$ cat src/rtl/parser_pkg.sv
// Shared message types and SRAM geometry for the parser/sequencer blocks.
package parser_pkg;

    localparam int unsigned SRAM_ADDR_W = 14;
    localparam int unsigned SRAM_DEPTH  = 16384;
    localparam int unsigned WORD_CNT_W  = 15;
    localparam int unsigned DIM_W       = 16;
    localparam int unsigned DATA_W      = 32;

    typedef enum logic [3:0] {
        MSG_NONE           = 4'd0,
        MSG_CFG_IMG        = 4'd1,
        MSG_START_BURST_WR = 4'd2,
        MSG_START_BURST_RD = 4'd3,
        MSG_ERR            = 4'd15
    } msg_type_e;

endpackage

$ cat src/rtl/msg_pulse_det.sv
// Rising-edge detector for the classifier's level-type valid signal.
module msg_pulse_det (
    input  logic clk,
    input  logic rst_n,
    input  logic sig,
    output logic pulse_c
);

    logic sig_q;

    always_ff @(posedge clk or negedge rst_n) begin
        if (!rst_n) sig_q <= 1'b0;
        else        sig_q <= sig;
    end

    assign pulse_c = sig & ~sig_q;

endmodule

$ cat src/rtl/seq_tx_image_burst.sv
// Burst read-back sequencer: streams RGB SRAM words to the TX message builder.
module seq_tx_image_burst
    import parser_pkg::*;
(
    input  logic                   clk,
    input  logic                   rst_n,
    input  msg_type_e              Msg_Type,
    input  logic                   new_msg_valid,
    input  logic [DIM_W-1:0]       img_height,
    input  logic [DIM_W-1:0]       img_width,
    input  logic [DATA_W-1:0]      red_rd_data,
    input  logic [DATA_W-1:0]      green_rd_data,
    input  logic [DATA_W-1:0]      blue_rd_data,
    input  logic                   tx_ready,
    output logic                   sram_r_rd_en,
    output logic                   sram_g_rd_en,
    output logic                   sram_b_rd_en,
    output logic [SRAM_ADDR_W-1:0] sram_r_addr_rd,
    output logic [SRAM_ADDR_W-1:0] sram_g_addr_rd,
    output logic [SRAM_ADDR_W-1:0] sram_b_addr_rd,
    output logic [DATA_W-1:0]      tx_red_burst,
    output logic [DATA_W-1:0]      tx_green_burst,
    output logic [DATA_W-1:0]      tx_blue_burst,
    output logic                   tx_valid,
    output logic                   tx_seq_burst_busy,
    output logic                   tx_seq_burst_dn,
    output logic                   got_msg_from_class
);

    typedef enum logic [3:0] {
        IDLE     = 4'd0,
        CLASS_HS = 4'd1,
        READ     = 4'd2,
        CAPTURE  = 4'd3,
        SEND     = 4'd4,
        CHECK    = 4'd5,
        CMPLTD   = 4'd6
    } state_e;

    state_e                 state_q, state_d;
    logic [WORD_CNT_W-1:0]  word_cnt_q, word_cnt_d;
    logic [DIM_W-1:0]       h_q, h_d, w_q, w_d;
    logic [DATA_W-1:0]      r_q, r_d, g_q, g_d, b_q, b_d;
    logic                   rd_en_q, rd_en_d;
    logic [SRAM_ADDR_W-1:0] addr_q, addr_d;
    logic                   valid_q, valid_d;
    logic                   busy_q, busy_d;
    logic                   dn_q, dn_d;
    logic                   got_q, got_d;
    logic                   msg_pulse_c;
    logic                   start_c;
    logic [31:0]            words_c;
    logic [WORD_CNT_W-1:0]  max_words_c;

    msg_pulse_det u_msg_pulse_det (
        .clk     (clk),
        .rst_n   (rst_n),
        .sig     (new_msg_valid),
        .pulse_c (msg_pulse_c)
    );

    assign start_c = msg_pulse_c && (Msg_Type == MSG_START_BURST_RD);

    // Partial final word is dropped; transfer length never exceeds SRAM depth.
    assign words_c     = (32'(h_q) * 32'(w_q)) >> 2;
    assign max_words_c = (words_c > 32'(SRAM_DEPTH)) ? WORD_CNT_W'(SRAM_DEPTH)
                                                     : WORD_CNT_W'(words_c);

    always_ff @(posedge clk or negedge rst_n) begin
        if (!rst_n) begin
            state_q    <= IDLE;
            word_cnt_q <= '0;
            h_q        <= '0;
            w_q        <= '0;
            r_q        <= '0;
            g_q        <= '0;
            b_q        <= '0;
            rd_en_q    <= 1'b0;
            addr_q     <= '0;
            valid_q    <= 1'b0;
            busy_q     <= 1'b0;
            dn_q       <= 1'b0;
            got_q      <= 1'b0;
        end else begin
            state_q    <= state_d;
            word_cnt_q <= word_cnt_d;
            h_q        <= h_d;
            w_q        <= w_d;
            r_q        <= r_d;
            g_q        <= g_d;
            b_q        <= b_d;
            rd_en_q    <= rd_en_d;
            addr_q     <= addr_d;
            valid_q    <= valid_d;
            busy_q     <= busy_d;
            dn_q       <= dn_d;
            got_q      <= got_d;
        end
    end

    // Outputs are decoded from the next state so the registered copies line up with the state.
    always_comb begin
        state_d    = state_q;
        word_cnt_d = word_cnt_q;
        h_d        = h_q;
        w_d        = w_q;
        r_d        = r_q;
        g_d        = g_q;
        b_d        = b_q;

        case (state_q)
            IDLE: begin
                word_cnt_d = '0;
                if (start_c) begin
                    state_d = CLASS_HS;
                    h_d     = img_height;
                    w_d     = img_width;
                end
            end
            CLASS_HS: state_d = (max_words_c == '0) ? CMPLTD : READ;
            READ:     state_d = CAPTURE;
            CAPTURE: begin
                r_d     = red_rd_data;
                g_d     = green_rd_data;
                b_d     = blue_rd_data;
                state_d = SEND;
            end
            SEND: begin
                if (tx_ready) begin
                    word_cnt_d = word_cnt_q + WORD_CNT_W'(1);
                    state_d    = CHECK;
                end
            end
            CHECK:    state_d = (word_cnt_q < max_words_c) ? READ : CMPLTD;
            CMPLTD:   state_d = IDLE;
            default:  state_d = IDLE;
        endcase

        rd_en_d = (state_d == READ);
        addr_d  = rd_en_d ? word_cnt_d[SRAM_ADDR_W-1:0] : '0;
        valid_d = (state_d == SEND);
        busy_d  = (state_d == CLASS_HS) || (state_d == READ) || (state_d == CAPTURE)
               || (state_d == SEND) || (state_d == CHECK);
        dn_d    = (state_d == CMPLTD);
        got_d   = (state_d == CLASS_HS);
    end

    assign sram_r_rd_en       = rd_en_q;
    assign sram_g_rd_en       = rd_en_q;
    assign sram_b_rd_en       = rd_en_q;
    assign sram_r_addr_rd     = addr_q;
    assign sram_g_addr_rd     = addr_q;
    assign sram_b_addr_rd     = addr_q;
    assign tx_red_burst       = r_q;
    assign tx_green_burst     = g_q;
    assign tx_blue_burst      = b_q;
    assign tx_valid           = valid_q;
    assign tx_seq_burst_busy  = busy_q;
    assign tx_seq_burst_dn    = dn_q;
    assign got_msg_from_class = got_q;

endmodule

$ cat config.mk
export PLATFORM = sky130hd
export DESIGN_NAME = seq_tx_image_burst
export DESIGN_NICKNAME = d
export VERILOG_FILES = /design/src/rtl/parser_pkg.sv /design/src/rtl/msg_pulse_det.sv /design/src/rtl/seq_tx_image_burst.sv
export SDC_FILE = /design/constraint.sdc
export NUM_CORES = 1
export LEC_CHECK = 0
export ABC_AREA = 1
export ABC_CLOCK_PERIOD_IN_PS = 7400
export CAP_MARGIN = 25
export CORE_AREA = 2 2 186 188
export DETAILED_ROUTE_END_ITERATION = 10
export DIE_AREA = 0 0 188 190
export GPL_TIMING_DRIVEN = 0
export HOLD_SLACK_MARGIN = 0.08
export MAX_ROUTING_LAYER = met4
export PLACE_DENSITY = 0.78
export SLEW_MARGIN = 20
export SYNTH_ARGS = -nofsm -noshare
export SYNTH_HDL_FRONTEND = slang
export SYNTH_SLANG_ARGS = --single-unit
$ cat constraint.sdc
create_clock -name clk -period 7.4 [get_ports clk]
set_clock_uncertainty 0.2 [all_clocks]
set_input_delay 0.74 -clock clk [delete_from_list [all_inputs] [get_ports clk]]
set_output_delay 0.74 -clock clk [all_outputs]
set_load 0.02 [all_outputs]
* Word level (Yosys, flattened, before mapping) *
Cells that the tools add are included.
Widths: inputs -> output; s select.

word-level totals
  input port bits = 136
  output and inout port bits = 145
  word-level logic and storage cells = 53
  register bits after elaboration = 167

cells by class
  $lt $le $gt $ge = 2
  eq/ne operators = 13
  multipliers = 1
  add/subtract/negate cells = 1
  reduce and logical (&&, ||, !) cells = 10
  bitwise logic cells = 2
  mux-type cells = 9

operators with widths
  cell                   count
  $mul 16x16->32         1
  $gt 30x15->1 const B   1
  $mux 15                2
  $pmux 15 s2            1
  $pmux 4 s6             1
  $eq 4x2->1 const B     5
  $eq 4x3->1 const B     5
  $add 15x1->15 const B  1
  $logic_not 15->1       1
  $lt 15x15->1           1
  $mux 14                1
  $eq 4x1->1 const B     2
  $mux 4                 2
  $mux 3                 2
  $logic_not 4->1        1
  $logic_or 1x1->1       4
  $reduce_and 2->1       2
  $ne 2x2->1 const B     1
  $reduce_bool 2->1      1
  $and 1x1->1            1
  $logic_and 1x1->1      1
  $not 1->1              1

* Longest topological paths before layout *
  depth in word-level cells = 11
  depth in mapped cells = 47

* By module *
Synthesis repeated with hierarchy kept, for this count alone.

second synthesis, totals
  cells, all modules = 2231
  area, all modules = 16754.8 um2

by module, submodules not included
  module              area each (um2)  times used  cells an instance
  seq_tx_image_burst  16719.8          1           2228
  msg_pulse_det       35.0             1           3

* Worst setup path after synthesis *
OpenSTA, ideal clock, no wires.

  path type = reg2reg
  from = register w_q[12]
  to = register addr_q[12] (netlist: sram_b_addr_rd[12])
  period minus slack after synthesis = 7.378 ns
  cell stages (with the launch flop) = 40
  arrival = 7.108 ns
  path buffers = 4
  path slack = 0.022 ns
  required time = 7.131 ns
  path through = dfrtp_1 > clkbuf_1 > clkbuf_1 > nand2_1 > fa_1 > inv_1 > fa_1 > fa_1 > fa_1 > fa_1 > inv_1 > fa_1 > inv_1 > ha_1 > nand2_1 > inv_1 > nand2_1 > inv_1 > [4 not listed] > nand2_1 > nand2_1 > nor2_1 > nand3_1 > nor2_4 > buf_4 > nand2_1 > ha_1 > nand2_1 > inv_1 > nand3_1 > a31oi_1 > a2111oi_0 > nand2_1 > nand2_2 > nand3b_4 > buf_6 > nor2_2

on the way
  word-level cells in the longest chain between the ends = 8
  elaborated cells on any way between the ends = 10

ends and longest elaborated chain
  element                                           RTL line                                              RTL
  start, declared                                   seq_tx_image_burst.sv:42                              logic [DIM_W-1:0] h_q, h_d, w_q, w_d;
  start signal, assigned                            seq_tx_image_burst.sv:88                              w_q <= w_d;
  $mul 16x16->32 *                                  seq_tx_image_burst.sv:65                              assign words_c = (32'(h_q) * 32'(w_q)) >> 2;
  $gt 30x15->1                                      seq_tx_image_burst.sv:66                              assign max_words_c = (words_c > 32'(SRAM_DEPTH)) ? WORD_CNT_W'(SRAM_DEPTH)
  $mux 15 *                                         seq_tx_image_burst.sv:66
  $lt 15x15->1 or $logic_not 15->1 (tied branches)  seq_tx_image_burst.sv:134, seq_tx_image_burst.sv:120
  $mux 3, on equally long branches                  seq_tx_image_burst.sv:134, seq_tx_image_burst.sv:120
  $pmux 4 s6 *                                      seq_tx_image_burst.sv:111                             case (state_q)
  $eq 4x2->1 *                                      seq_tx_image_burst.sv:139                             rd_en_d = (state_d == READ);
  $mux 14 *                                         seq_tx_image_burst.sv:140                             addr_d = rd_en_d ? word_cnt_d[SRAM_ADDR_W-1:0] : '0;
  net addr_d[12]                                    seq_tx_image_burst.sv:45                              logic [SRAM_ADDR_W-1:0] addr_q, addr_d;
  end signal, assigned                              seq_tx_image_burst.sv:93                              addr_q <= addr_d;
  end, declared                                     seq_tx_image_burst.sv:45

The timed path passes the listed nets; every way through them passes the cells marked *.
A chain may end at the register's enable or synchronous reset.

* Final worst setup path *
  from = register h_q[9]
  to = register addr_q[5] (netlist: sram_b_addr_rd[5])

on the way
  word-level cells in the longest chain between the ends = 8
  elaborated cells on any way between the ends = 10

ends and longest elaborated chain
  element                                           RTL line                                              RTL
  start, declared                                   seq_tx_image_burst.sv:42
  start signal, assigned                            seq_tx_image_burst.sv:73                              h_q <= '0;
  start signal, assigned                            seq_tx_image_burst.sv:87                              h_q <= h_d;
  $mul 16x16->32 *                                  seq_tx_image_burst.sv:65
  $gt 30x15->1                                      seq_tx_image_burst.sv:66
  $mux 15 *                                         seq_tx_image_burst.sv:66
  $lt 15x15->1 or $logic_not 15->1 (tied branches)  seq_tx_image_burst.sv:134, seq_tx_image_burst.sv:120
  $mux 3, on equally long branches                  seq_tx_image_burst.sv:134, seq_tx_image_burst.sv:120
  $pmux 4 s6 *                                      seq_tx_image_burst.sv:111
  $eq 4x2->1 *                                      seq_tx_image_burst.sv:139
  $mux 14 *                                         seq_tx_image_burst.sv:140
  net addr_d[5]                                     seq_tx_image_burst.sv:45

Marked as above.

==> metrics.yaml <==
outcome: "finished with violations"
violations: "setup timing"
worst_slack_ns: -0.171
gp_congestion: 0.963
core_sq_um: 33900
pin_count: 281
ir_worst_vdd_v: 0.000193
postCtsHoldBufs: 0
synth_compound_area_frac: 0.0195
die_w_microns: 188
h-tree-depth: 4
vias_per_cell: 5.04
dominantRegCellSynth: "dfrtp_1"
wl_per_cell_microns: 17.0
grt_max_degree: 90
grtUsageTotal: 0.306
place_ws_ns: -1.47
finalNonFillerCells: 3061
grt.met3_usage: 0.0618
synth_top_cell_by_area: "dfrtp_1"
synthCells: 2237
worst_path_max_delay_cell: "fa_2"
synth_fp_nets: 2685
synth_top_area_frac: 0.250
cts_buffers: 17
initial_utilization: 0.492
ant_nets: 0
synth.area.mux_share: 0
slowest_delay_ns: 0.60
cts_sinks: 167
cts_root_buf: "clkbuf_16"
synth-seq-cells: 167
drv_slew: 0
portBuffers: 280
synth_xor_area_frac: 0.00367
dieArea_sq_um: 35700
fp.dieH_microns: 190
cap_violations: 0
async_flop_share: 1.00
hold_violations: 0
cts_tree: "yes"
dr.pass1.iters: 5
routed-via-count: 15400
ys_seq_area_frac: 0.250
setup-violations-final: 18
critPathArrivalTime_ns: 7.76
grt_pass1_vias: 16000
fin_util: 0.671
num_antenna_cells: 0
crit_path_start: "h_q[9]$_DFFE_PN0P_"
antenna_found_initial: 0
drive_gt1_frac: 0.168
powerDensity_nw_per_um2: 253
post-dp-hpwl_mm: 38.6
hp-class: "primary input to asynchronous set/reset pin"
synthSimpleGateAreaFrac: 0.263
synth_warnings: 0
grt.met1_usage: 0.371
min_period_ns: 7.57
synthesis.area_sq_um: 16700
clock_latency_ns: 0.45
grt_util_met2: 0.498
critPathKind: "flop to flop"
clockBufferDepth: 2
fp-row-count: 68
drtIter0Drc: 1142
slew_headroom: 0.545
area_delta_synth_final_pct: 36.3
synth-edff-count: 0
yosysMostFrequentCell: "nand2_1"
leakage_nw: 12.2
cp-end-kind: "flop"
synthTopCellsByCount: "889 x nand2_1, 477 x inv_1, 194 x fa_1"
startpoint_type: "flop"
synthAdderAreaFrac: 0.321
synth_area_leaders: "dfrtp_1 25%, fa_1 23%, nand2_1 20%, inv_1 11%, ha_1 8.8%"
final.period_utilization: 1.02
drcViolationCount: 0
grt_busiest_layer: "met2"
path_clk_slew_ns: 0.07
placed_cells: 2974
r2r-start: "h_q[9]$_DFFE_PN0P_"
syn_avg_cell_area_sq_um: 7.47
routed_wl_mm: 52.0
rsz0062_at_grt: "true"
synth_cell_types: 44
grt_pass1_wl_mm: 83.0
critPathRequiredTime_ns: 7.59
tightestPinTransition_ns: 0.682
synth_top_family_by_area: "adder cells"
fmax_ghz: 0.132
critPathMaxFanout: 10
final_nets: 3041
grt_overflow_total: 0
## metal layers
layer / up-vias / part of all wire
met5: - / 0
met4: 0 / 0.043
met3: 147 / 0.077
met2: 646 / 0.49
met1: 7460 / 0.39
li1: 7173 / -
## state kept, by name, indices dropped and copies added (netlist names), 4 cells and up
signal          cells
state_q             4
word_cnt_q         15
tx_blue_burst      32
tx_green_burst     32
w_q                16
sram_b_addr_rd     14
tx_red_burst       32
h_q                16
## metrics by stage
| stage | cell area (sq um) | setup TNS [ns] | hold slack (ns) | total power [mW] |
|---|---|---|---|---|
| finish | 22800 | -2.62 | 0.0909 | 5.76 |
| global route | 22800 | -7.77 | 0.142 | 6.09 |
| CTS | 22200 | -0.653 | 0.105 | 5.52 |
| detailed placement | 20100 | -26.23 | 0.257 | 3.98 |
| global placement | 20100 | -246.86 | 0.253 | 3.93 |
| floorplan | 16700 | 0 | 0.244 | 2.89 |
## logic make-up (layout without fill, tap and decap cells)
group / count (synthesis) / in the layout
compound gates: 58 / 58
xor+xnor: 7 / 7
fa+ha+maj: 312 / 312
buf+inv: 603 / 972
flops: 167 / 167
other cells: 1 / 1
simple gates: 1089 / 1089
## placed cells by master (no fill, tap or decap), types with 11 or more instances in the layout
cell | Yosys | layout
a21oi_1 | 27 | 16
buf_4 | 31 | 92
buf_6 | 1 | 21
clkbuf_1 | 86 | 24
clkbuf_16 | 0 | 22
clkbuf_8 | 0 | 16
clkdlybuf4s50_1 | 0 | 279
dfrtp_1 | 167 | 137
dfrtp_2 | 0 | 30
fa_1 | 194 | 183
fa_2 | 0 | 11
ha_1 | 118 | 87
ha_4 | 0 | 29
inv_1 | 477 | 448
inv_2 | 1 | 28
nand2_1 | 889 | 832
nand2_2 | 9 | 52
nand2_4 | 0 | 13
nand3_1 | 47 | 38
nand4_1 | 13 | 13
nor2_1 | 79 | 52
nor2_2 | 13 | 18
nor2_4 | 3 | 25
o21ai_0 | 15 | 14
## final cells by class
| cell class | count | area (sq um) |
|---|---|---|
| sequential | 167 | 4220 |
| inverter | 480 | 1810 |
| fill | 2563 | 11200 |
| multi-input combinational | 1467 | 11200 |
| clock buffer | 18 | 439 |
| timing repair buffer | 368 | 3620 |
| clock inverter | 14 | 183 |
| buffer | 92 | 791 |
| tap | 455 | 569 |
## power breakdown
| part | internal [mW] | total (mW) | switching [mW] |
|---|---|---|---|
| clock | 0.522 | 0.939 | 0.417 |
| combinational | 1.52 | 3.45 | 1.93 |
| sequential | 1.18 | 1.37 | 0.191 |
## path summary, 6_finish.rpt
check | cells past startpoint | to | slack, ns
setup / recovery | 36 | sram_b_addr_rd[5]$_DFF_PN0_ | -0.17
hold reg to reg | 2 | tx_blue_burst[2]$_DFFE_PN0P_ | 0.27
min in group clk | 2 | tx_blue_burst[2]$_DFFE_PN0P_ | 0.27
hold / removal | 1 | sram_b_addr_rd[4]$_DFF_PN0_ | 0.09
max in group asynchronous | 2 | w_q[11]$_DFFE_PN0P_ | 6.06
setup reg to reg | 36 | sram_b_addr_rd[5]$_DFF_PN0_ | -0.17
## critical path, delay by kind of cell (launching register included)
family / cells / cell delay, ns
compound gates: 2 / 0.42
simple gates: 17 / 1.81
flops: 1 / 0.42
fa+ha+maj: 8 / 3.48
buf+inv: 9 / 1.15
## repair_timing
item | 4_1_cts | 5_1_grt
pin swaps | 52 | 68
buffers inserted | 78 | 6
resized for setup | 267 | 121
cloned | 2 | 0
hold endpoints to repair | 0 | 0
endpoints found under the setup margin | 19 | 19
No activity file was read; power rests on OpenSTA's default activity.
